==> src/rtl/calc_entry_ctrl.sv <==
// Keypad sequencer for the calculator: two-digit operand entry into RF[0]/RF[1],
// operator capture and a go/done ALU handshake bounded by ALU_TIMEOUT cycles.
module calc_entry_ctrl #(
  parameter int ALU_TIMEOUT = 15
) (
  input  logic       CLK,
  input  logic       RST_N,
  input  logic       key_valid,
  input  logic [3:0] key_code,
  input  logic       alu_done,
  output logic [3:0] Din,
  output logic       level,
  output logic       W1,
  output logic       WE,
  output logic [1:0] op,
  output logic       alu_go,
  output logic       result_valid,
  output logic       err,
  output logic [3:0] state
);

  typedef enum logic [3:0] {
    S_A10  = 4'd0,
    S_A1   = 4'd1,
    S_AWR  = 4'd2,
    S_OP   = 4'd3,
    S_B10  = 4'd4,
    S_B1   = 4'd5,
    S_BWR  = 4'd6,
    S_EQ   = 4'd7,
    S_EXEC = 4'd8,
    S_SHOW = 4'd9
  } state_t;

  localparam logic [7:0] CNT_LAST = 8'(ALU_TIMEOUT - 1);

  state_t     state_q, state_d;
  logic [3:0] din_q, din_d;
  logic       level_q, level_d;
  logic       w1_q, w1_d;
  logic       we_q, we_d;
  logic [1:0] op_q, op_d;
  logic       go_q, go_d;
  logic       rv_q, rv_d;
  logic       err_q, err_d;
  logic [7:0] cnt_q, cnt_d;

  logic is_digit, is_op, is_eq, is_clr, key_ok;

  assign is_digit = (key_code <= 4'd9);
  assign is_op    = (key_code >= 4'hA) && (key_code <= 4'hC);
  assign is_eq    = (key_code == 4'hE);
  assign is_clr   = (key_code == 4'hF);

  always_comb begin
    state_d = state_q;
    din_d   = din_q;
    level_d = level_q;
    w1_d    = w1_q;
    op_d    = op_q;
    err_d   = err_q;
    cnt_d   = cnt_q;
    key_ok  = 1'b0;

    case (state_q)
      S_A10, S_SHOW: begin
        if (key_valid && is_digit) begin
          key_ok  = 1'b1;
          din_d   = key_code;
          level_d = 1'b1;
          w1_d    = 1'b0;
          state_d = S_A1;
          // A fresh calculation out of S_SHOW drops the previous error
          if (state_q == S_SHOW) err_d = 1'b0;
        end
      end
      S_A1, S_B1: begin
        if (key_valid && is_digit) begin
          key_ok  = 1'b1;
          din_d   = key_code;
          level_d = 1'b0;
          state_d = (state_q == S_A1) ? S_AWR : S_BWR;
        end
      end
      S_AWR: begin
        key_ok  = 1'b1;
        state_d = S_OP;
      end
      S_OP: begin
        if (key_valid && is_op) begin
          key_ok  = 1'b1;
          op_d    = key_code[1:0] + 2'd2;
          state_d = S_B10;
        end
      end
      S_B10: begin
        if (key_valid && is_digit) begin
          key_ok  = 1'b1;
          din_d   = key_code;
          level_d = 1'b1;
          w1_d    = 1'b1;
          state_d = S_B1;
        end
      end
      S_BWR: begin
        key_ok  = 1'b1;
        state_d = S_EQ;
      end
      S_EQ: begin
        if (key_valid && is_eq) begin
          key_ok  = 1'b1;
          cnt_d   = 8'd0;
          state_d = S_EXEC;
        end
      end
      S_EXEC: begin
        if (alu_done) begin
          cnt_d   = 8'd0;
          state_d = S_SHOW;
        end else if (cnt_q == CNT_LAST) begin
          cnt_d   = 8'd0;
          err_d   = 1'b1;
          state_d = S_SHOW;
        end else begin
          cnt_d = cnt_q + 8'd1;
        end
      end
      default: begin
        key_ok  = 1'b1;
        state_d = S_A10;
      end
    endcase

    if (key_valid && !is_clr && !key_ok) err_d = 1'b1;

    // Clear wins over everything, including an in-flight ALU request
    if (key_valid && is_clr) begin
      state_d = S_A10;
      err_d   = 1'b0;
      cnt_d   = 8'd0;
    end

    we_d = (state_d == S_AWR) || (state_d == S_BWR);
    go_d = (state_d == S_EXEC);
    rv_d = (state_d == S_SHOW);
  end

  always_ff @(posedge CLK or negedge RST_N) begin
    if (!RST_N) begin
      state_q <= S_A10;
      din_q   <= 4'd0;
      level_q <= 1'b1;
      w1_q    <= 1'b0;
      we_q    <= 1'b0;
      op_q    <= 2'd0;
      go_q    <= 1'b0;
      rv_q    <= 1'b0;
      err_q   <= 1'b0;
      cnt_q   <= 8'd0;
    end else begin
      state_q <= state_d;
      din_q   <= din_d;
      level_q <= level_d;
      w1_q    <= w1_d;
      we_q    <= we_d;
      op_q    <= op_d;
      go_q    <= go_d;
      rv_q    <= rv_d;
      err_q   <= err_d;
      cnt_q   <= cnt_d;
    end
  end

  assign Din          = din_q;
  assign level        = level_q;
  assign W1           = w1_q;
  assign WE           = we_q;
  assign op           = op_q;
  assign alu_go       = go_q;
  assign result_valid = rv_q;
  assign err          = err_q;
  assign state        = state_q;

endmodule

==> config.mk <==
export PLATFORM = sky130hd
export DESIGN_NAME = calc_entry_ctrl
export DESIGN_NICKNAME = d
export VERILOG_FILES = /design/src/rtl/calc_entry_ctrl.sv
export SDC_FILE = /design/constraint.sdc
export NUM_CORES = 1
export LEC_CHECK = 0
export ABC_AREA = 1
export CAP_MARGIN = 20
export CORE_MARGIN = 2
export CORE_UTILIZATION = 57
export DETAILED_ROUTE_END_ITERATION = 10
export GPL_ROUTABILITY_DRIVEN = 1
export PLACE_DENSITY = 0.91
export SLEW_MARGIN = 20
export SYNTH_ARGS = -nofsm -noshare
export SYNTH_HDL_FRONTEND = slang
export SYNTH_SLANG_ARGS = --single-unit
==> constraint.sdc <==
create_clock -name CLK -period 3.2 [get_ports CLK]
set_input_delay 0.64 -clock CLK [delete_from_list [all_inputs] [get_ports CLK]]
set_output_delay 0.64 -clock CLK [all_outputs]
set_load 0.01 [all_outputs]
# [Word level (Yosys, flattened, before mapping)]
# Index checks and enable logic that the tools add are counted.
[totals] reg_bits=24 inputBits=8 output_inout_bits=16 word_cells=95
[op_classes] n_addsub=2 magnitude_cmp=3 n_eq_ne=25 n_mux=30 reduce_logical=25
[ops] operator="2-to-1 mux 4 bit" n=8
[ops] operator="2-to-1 mux 8 bit" n=4
[ops] operator="case mux 4 bit (8 select lines)" n=1
[ops] operator="equality test 4 bit, second input constant" n=6
[ops] operator="equality test 4 x 3 -> 1 bit, second input constant" n=5
[ops] operator="!= test 4 bit, second input constant" n=4
[ops] operator="case mux 8 bit (2 select lines)" n=1
[ops] operator="equality test 4 x 2 -> 1 bit, second input constant" n=3
[ops] operator="2-to-1 mux 1 bit" n=11
[ops] operator="adder 8 x 1 -> 8 bit, second input constant" n=1
[ops] operator="equality test 8 x 4 -> 1 bit, second input constant" n=1
[ops] operator="<= comparator 4 bit, second input constant" n=2
[ops] operator="logical AND 1 bit" n=7
[ops] operator="!= test 2 bit, second input constant" n=3
[ops] operator="case mux 1 bit (2 select lines)" n=3
[ops] operator="AND reduction 2 bit" n=3
[ops] operator="AND reduction 3 bit" n=2
[ops] operator="AND reduction 5 bit" n=1
[ops] operator="OR reduction 5 bit" n=1
[ops] operator="equality test 4 x 1 -> 1 bit, second input constant" n=1
[ops] operator=">= comparator 4 bit, second input constant" n=1
[ops] operator="logical NOT 4 bit" n=1
[ops] operator="case mux 1 bit (4 select lines)" n=1
[ops] operator="nonzero test 2 bit" n=2
[ops] operator="other kinds (10)" n=12

# [Logic depth before layout (Yosys ltp)]
# Gate-level depths: netlist of run 1.
[depth] word_depth=9 mapped_depth=11 ltp_nobuf=11

# [Worst setup path after synthesis of run 1]
# Ideal clock, no wire load.
[synth_path] path_kind="input port to flip-flop" start="input port key_code[2]" end="register cnt_q[3]" setup_ns=0.123 arrival_time_ns=1.395 required_ns=3.077 path_slack_ns=1.682 stages=8 path_buffers=0 path_cell_list="nand2_1 > inv_2 > nand3_4 > nand2_1 > nor2_1 > nor2_1 > nor2_1 > a21oi_1"
[synth_between] elab_chain_cells=4 elab_cells_between_ends=8 cone_classes="3 x eq/ne; 1 x mux; 4 x reduce/logical"
[synth_lines] item="from (decl)" line_no="9" text="input logic [3:0] key_code,"
[synth_lines] item="equality test 4 bit (on tied branches)" line_no="52, 53"
[synth_lines] item="logical AND 1 bit (on tied branches)" line_no="110, 137"
[synth_lines] item="!= test 3 bit (no line) / nonzero test 3 bit (equally long branches)"
[synth_lines] item="AND reduction 2 bit (no line)"
[synth_lines] item="to (signal assigned)" line_no="170" text="cnt_q <= cnt_d;"
[synth_lines] item="to (decl)" line_no="46" text="logic [7:0] cnt_q, cnt_d;"
# Several ways; a longest one is shown, not always the timed one.
# A chain may end at the register's enable or synchronous reset.

# [Final worst setup path of run 1]
[layout_path] start="register state_q[2] (netlist: state[2])" end="output port state[2]"
[layout_lines] item="from (decl)" line_no="37" text="state_t state_q, state_d;"
[layout_lines] item="from (signal assigned)" line_no="161" text="state_q <= state_d;"
[layout_lines] item="to (decl)" line_no="19" text="output logic [3:0] state"
# No word-level cell between the ends.

==> flow_summary.yaml, run 1 <==
outcome:
  outcome: "finished clean"
logic_synthesis:
  synth_area_per_cell_um2: 7.302
  netlist_area_um2: 1468
  synthCells: 201
  synth.most_common_cell: "sky130_fd_sc_hd__nand2_1"
  netlist_top_cells_count: "sky130_fd_sc_hd__nand2_1 (59), sky130_fd_sc_hd__inv_1 (29), sky130_fd_sc_hd__nor2_1 (24), sky130_fd_sc_hd__dfrtp_1 (23), sky130_fd_sc_hd__o21ai_0 (12)"
  area_contributors_post_synth: "sky130_fd_sc_hd__dfrtp_1 (39%), sky130_fd_sc_hd__nand2_1 (15%), sky130_fd_sc_hd__inv_1 (7.4%), sky130_fd_sc_hd__nor2_1 (6.1%), sky130_fd_sc_hd__o21ai_0 (4.1%)"
  synthMuxAreaShare_pct: 0
  compound_cell_area_share_of_the_yosys_netlist_pct: 9.974
  ys.warnings.count: 0
  synth_top_cell_by_area: "sky130_fd_sc_hd__dfrtp_1"
  synth_top_flop_cell: "sky130_fd_sc_hd__dfrtp_1"
  synth_fa_ha_area_share_pct: 1.705
  synth_largest_type_area_fraction_pct: 39.22
  postSynthRegisterBits: 24
  syn_nets: 211
  largest_family_of_logic_cells_by_synthesized_area: "simple AND/OR/NAND/NOR gates"
  area_share_of_and_or_nand_nor_cells_after_synthesis_pct: 38.28
  ys_types: 27
  postSynth.asyncResetShare_pct: 100.0
  synth_edf_count: 0
  synth_xor_xnor_area_share_pct: 0
  seq_area_frac_synth_pct: 41.01
clock_network:
  clock_tree_from_tritoncts: "built"
  post-cts-setup-buffers: 0
  cts.hold.buffers_added: 0
  insertion_delay_ns: 0.33
  clock_tree.htree_level_count: 1
  cts-buffers-inserted: 3
  cts_max_path_buffers: 2
  cts_sinks: 24
  worst_path_clk_slew_ns: 0.14
  root_buffer: "sky130_fd_sc_hd__clkbuf_4"
  cts.repair.resized: 0
min_path:
  min_path_type: "reg2reg"
  min_path_cells: 2
  worst_hold_startpoint: "level"
  worst_hold_path.endpoint: "level"
worst_setup_path:
  rr_endpoint: "result_valid"
  crit_path_max_incr_delay_ns: 0.59
  r2r_path_start: "cnt_q[0]"
  cp_top_family: "buffers and inverters"
  worstPathCellList: "clkdlybuf4s50_1"
  critical-path-slowest-cell: "sky130_fd_sc_hd__clkdlybuf4s50_1"
  critical_path_buf_inv_count: 1
  cp.required_ns: 2.56
  path_class: "reg2out"
  reg2reg_depth: 10
  worst-endpoint-arrival_ns: 1.43
  worstSetupEndpointType: "primary output"
  worst-r2r-setup-slack_ns: 1.61
  startpoint_type: "flip-flop"
  path_max_fanout: 7
timing:
  report.final.hold_viol_count: 0
  setup-violations-final: 0
  final-max-slew-violation-count: 0
  grt_setup_unrepaired: "false"
  relSlewSlack_pct: 78.51
  skew_ns: 0.005901
  setup_slack_ns: 1.132
  tightest_slew_ns: 0.3198
  share_of_the_clock_period_used_by_the_worst_path_pct: 64.62
  min_period_ns: 2.068
  max_freq_ghz: 0.4836
  tns_setup_ns: 0
floorplanning:
  io_pins: 24
  dieArea_um2: 2996
  die_h_um: 54.74
  placementRows: 18
  initial_utilization_pct: 59.79
  dieWidth_um: 54.74
  std_cell_core_area_um2: 2455
route:
  drc: 0
  detail_route.wirelength_um: 3153
  vias_per_cell: 5.158
  detailroute.via_count: 1336
  antenna_left: 0
  routed_wire_length_per_instance_um: 12.17
  firstDrtPassIters: 4
  drt-initial-drc-count: 44
place:
  portBuffers: 23
  gp_congestion: 0.8572
  numPlacedInstances: 255
  post-dp-hpwl_um: 2358
  dp_worst_setup_slack_ns: 1.014
power_and_ir_drop:
  power.total_mw: 1.116
  power.leakage_nw: 0.9133
  vdd_ir_drop_max_v: 0.0004946
  power.density_nw_per_um2: 627.3
layout:
  syn2layout_area_growth_pct: 21.23
  post_layout_nonfiller_instances: 259
  drive_above_1_share_pct: 13.10
  num-nets-final: 240
  filler_cell_count: 200
  insertedDiodeCount: 0
flow_run:
  maximum_capacitance_violations: 0
grt:
  remaining_global_route_overflow: 0
  grt_pass1_vias: 1242
  number_of_antenna_violations_at_the_first_check_in_global_routing: 0
  grt_pass1_wl_um: 5230
  track_usage_pct: 24.45
  grt_start_max_net_pins: 25
-- worst max-delay path by stage --
stage / slack (ns) / endpoint / startpoint / cells past startpoint
2_1_floorplan: 1.68 / cnt_q[3] / key_code[2] / 8
3_3_place_gp: 1.02 / state[0] / key_code[1] / 10
3_5_place_dp: 1.01 / state[0] / key_code[1] / 10
4_1_cts: 1.13 / state[2] / state[2] / 1
5_1_grt: 1.09 / state[2] / state[2] / 1
6_report: 1.13 / state[2] / state[2] / 1
-- cell type report --
cell class	count	area (µm²)	share of cell area, %
clock buffer	4	36.28	2.039
inverter	35	132.6	7.454
timing repair buffer	24	237.7	13.36
multi-input combinational	142	733.2	41.21
tap	30	37.54	2.110
sequential	24	601.8	33.83
-- stage by stage --
step / cell area (µm²) / hold slack [ns] / util [%]
2_1_floorplan: 1468 / 0.3444 / -
3_3_place_gp: 1743 / 0.4516 / 71.00
3_5_place_dp: 1743 / 0.4648 / 71.00
4_1_cts: 1779 / 0.4840 / 72.48
5_1_grt: 1779 / 0.4980 / 72.48
6_report: 1779 / 0.4787 / 72.48
-- cell usage in the layout, fill, tap and decap left out, types with 2 or more instances in the layout --
cell type	instances
sky130_fd_sc_hd__nor2_1	24
sky130_fd_sc_hd__o21ai_1	2
sky130_fd_sc_hd__dfrtp_1	23
sky130_fd_sc_hd__o21ai_0	12
sky130_fd_sc_hd__inv_1	29
sky130_fd_sc_hd__clkbuf_4	3
sky130_fd_sc_hd__ha_1	2
sky130_fd_sc_hd__nor3_1	2
sky130_fd_sc_hd__inv_2	5
sky130_fd_sc_hd__clkdlybuf4s50_1	23
sky130_fd_sc_hd__nand2_4	3
sky130_fd_sc_hd__nand2_2	4
sky130_fd_sc_hd__a21oi_1	5
sky130_fd_sc_hd__nand3_1	11
sky130_fd_sc_hd__nand3b_1	2
sky130_fd_sc_hd__nand2_1	59
sky130_fd_sc_hd__nand4_1	2
sky130_fd_sc_hd__nand3_4	2
sky130_fd_sc_hd__nor2_2	4
-- routing by layer --
| layer | share of wire [%] | GRT usage (%) | up-vias |
|---|---|---|---|
| li1 | - | - | 679 |
| met1 | 47 | 32.02 | 595 |
| met2 | 45 | 40.67 | 49 |
| met3 | 4.8 | 3.005 | 13 |
| met4 | 2.6 | 9.583 | 0 |
| met5 | 0 | 0 | - |
-- registers in the layout (all words and copies together), names as in the netlist --
signal / cells
cnt_q: 8
Din: 4
state: 4
op: 2
W1: 1
WE: 1
alu_go: 1
err: 1
level: 1
result_valid: 1
-- power by group --
group          leakage [nW]  internal, mW  switching (mW)  total [mW]
Clock                0.0210        0.0697          0.0962       0.166
Combinational         0.578         0.225           0.273       0.498
Sequential            0.314         0.384          0.0678       0.452
-- cells by family after synthesis --
kind of cell | count (synthesis)
adders and majority gates | 2
and+or+nand+nor | 116
AOI/OAI and AO/OA | 24
buffers and inverters | 35
DFF | 24
No activity file was read; power rests on OpenSTA's default activity.
==> inputs of run 2 (changes only) <==
CORE_ASPECT_RATIO = 0.5   (was not set)
CORE_UTILIZATION = 47   (was 57)
PLACE_DENSITY = 0.81   (was 0.91)
clock period = 1.8 ns   (was 3.2 ns; I/O delays follow)
==> flow_summary.yaml, run 2 (synthesis results as in run 1) <==
outcome:
  outcome: "finished clean"
clock_network:
  clock_tree_from_tritoncts: "built"
  cts-buffers-inserted: 3
  root_buffer: "sky130_fd_sc_hd__clkbuf_8"
  clock_tree.htree_level_count: 1
  cts_sinks: 24
  post-cts-setup-buffers: 0
  worst_path_clk_slew_ns: 0.09
  cts_max_path_buffers: 2
  cts.repair.resized: 0
  insertion_delay_ns: 0.27
  cts.hold.buffers_added: 0
route:
  drt-initial-drc-count: 31
  vias_per_cell: 4.855
  drc: 0
  routed_wire_length_per_instance_um: 11.31
  antenna_left: 0
  firstDrtPassIters: 4
  detail_route.wirelength_um: 3121
  detailroute.via_count: 1340
timing:
  grt_setup_unrepaired: "false"
  share_of_the_clock_period_used_by_the_worst_path_pct: 96.18
  whs_ns: 0.4369
  setup-violations-final: 0
  skew_ns: 0.01063
  report.final.hold_viol_count: 0
  tns_setup_ns: 0
  max_freq_ghz: 0.5776
  tightest_slew_ns: 0.3653
  final-max-slew-violation-count: 0
  relSlewSlack_pct: 75.46
  min_period_ns: 1.731
worst_setup_path:
  critical_path_buf_inv_count: 1
  path_depth: 1
  reg2reg_depth: 10
  cp_top_family: "buffers and inverters"
  crit_path_max_incr_delay_ns: 0.59
  critical-path-slowest-cell: "sky130_fd_sc_hd__clkdlybuf4s50_1"
  worstPathCellList: "clkdlybuf4s50_1"
  startpoint_type: "flip-flop"
  critPathLaunch: "state[3]"
  path_class: "reg2out"
  cp.required_ns: 1.44
  critPathCapture: "state[3]"
  worst-endpoint-arrival_ns: 1.37
  worstSetupEndpointType: "primary output"
  rr_endpoint: "result_valid"
  worst-r2r-setup-slack_ns: 0.29
  path_max_fanout: 7
  r2r_path_start: "cnt_q[0]"
min_path:
  min_path_type: "in2async"
floorplanning:
  std_cell_core_area_um2: 2995
  dieWidth_um: 83.03
  io_pins: 24
  initial_utilization_pct: 49.00
  placementRows: 14
  die_h_um: 43.52
  dieArea_um2: 3613
layout:
  drive_above_1_share_pct: 15.68
  layout.core_utilization_pct: 62.74
  layout.cells.most_common: "sky130_fd_sc_hd__nand2_1"
  most_flop_heavy_register: "cnt_q"
  layout.area.seq_um2: 601.8
  footprint_of_the_multi_input_gates_um2: 733.2
  most_frequent_cells_in_the_layout: "sky130_fd_sc_hd__nand2_1 (59), sky130_fd_sc_hd__inv_1 (29), sky130_fd_sc_hd__nor2_1 (24), sky130_fd_sc_hd__dfrtp_1 (23), sky130_fd_sc_hd__clkdlybuf4s50_1 (23)"
  insertedDiodeCount: 0
  num-nets-final: 247
  largest_register_ffs: 8
  syn2layout_area_growth_pct: 28.05
  filler_cell_count: 266
grt:
  number_of_antenna_violations_at_the_first_check_in_global_routing: 0
  grt_pass1_wl_um: 5388
  grt_pass1_vias: 1222
  track_usage_pct: 19.17
  grt_start_max_net_pins: 25
  remaining_global_route_overflow: 0
power_and_ir_drop:
  power.total_mw: 2.187
  vdd_ir_drop_max_v: 0.0008883
  power.density_nw_per_um2: 1164
  power.leakage_nw: 0.9592
place:
  gp_congestion: 0.8464
  post-dp-hpwl_um: 2438
  portBuffers: 23
flow_run:
  maximum_capacitance_violations: 0
-- run 2: cell types whose count changed in the layout (fill, tap and decap cells not counted), sizes merged --
cell,previous run,this run
buf,1,8
bufinv,0,1
clkbuf,4,3
-- run 2: area by class of cell --
type / count / area share (%)
clock inverter: 1 / 1.598
multi-input combinational: 142 / 39.01
inverter: 35 / 7.057
tap: 40 / 2.663
clock buffer: 3 / 2.197
timing repair buffer: 31 / 15.45
sequential: 24 / 32.02
-- run 2: report_power, final --
part / total [mW] / internal [mW] / switching, mW / leakage (nW)
logic: 0.914 / 0.435 / 0.479 / 0.609
clock network: 0.477 / 0.298 / 0.179 / 0.0357
registers: 0.797 / 0.684 / 0.112 / 0.314
total: 2.19 / 1.42 / 0.771 / 0.959
-- run 2: metrics by stage --
stage / cells / worst slack, ns / area (µm²)
floorplan: 201 / 0.4296 / 1468
global placement: 272 / -0.05242 / 1808
detailed placement: 272 / -0.08031 / 1808
CTS: 276 / 0.07325 / 1879
global route: 276 / 0.02950 / 1879
finish: 276 / 0.06868 / 1879
-- run 2: metal layers --
layer	up-vias	GRT usage, %	wire length, µm
li1	695	-	-
met1	623	24.33	1487
met2	20	33.55	1516
met3	2	5.143	93
met4	0	4.918	25
met5	-	0	0
-- run 2: how the worst min path moves through the flow --
| stage | to | slack [ns] | depth (start not counted) |
|---|---|---|---|
| global route | W1 | 0.48 | 2 |
| detailed placement | level | 0.45 | 2 |
| finish | W1 | 0.44 | 2 |
| global placement | level | 0.45 | 2 |
| CTS | W1 | 0.45 | 2 |
| floorplan | Din[0] | 0.06 | 0 |
==> inputs of run 3 (changes only) <==
CTS_CLUSTER_SIZE = 40   (was not set)
REMOVE_ABC_BUFFERS = 1   (was not set)
==> results of run 3 <==
Final layout, timing and power as in run 2 (identical DEF).
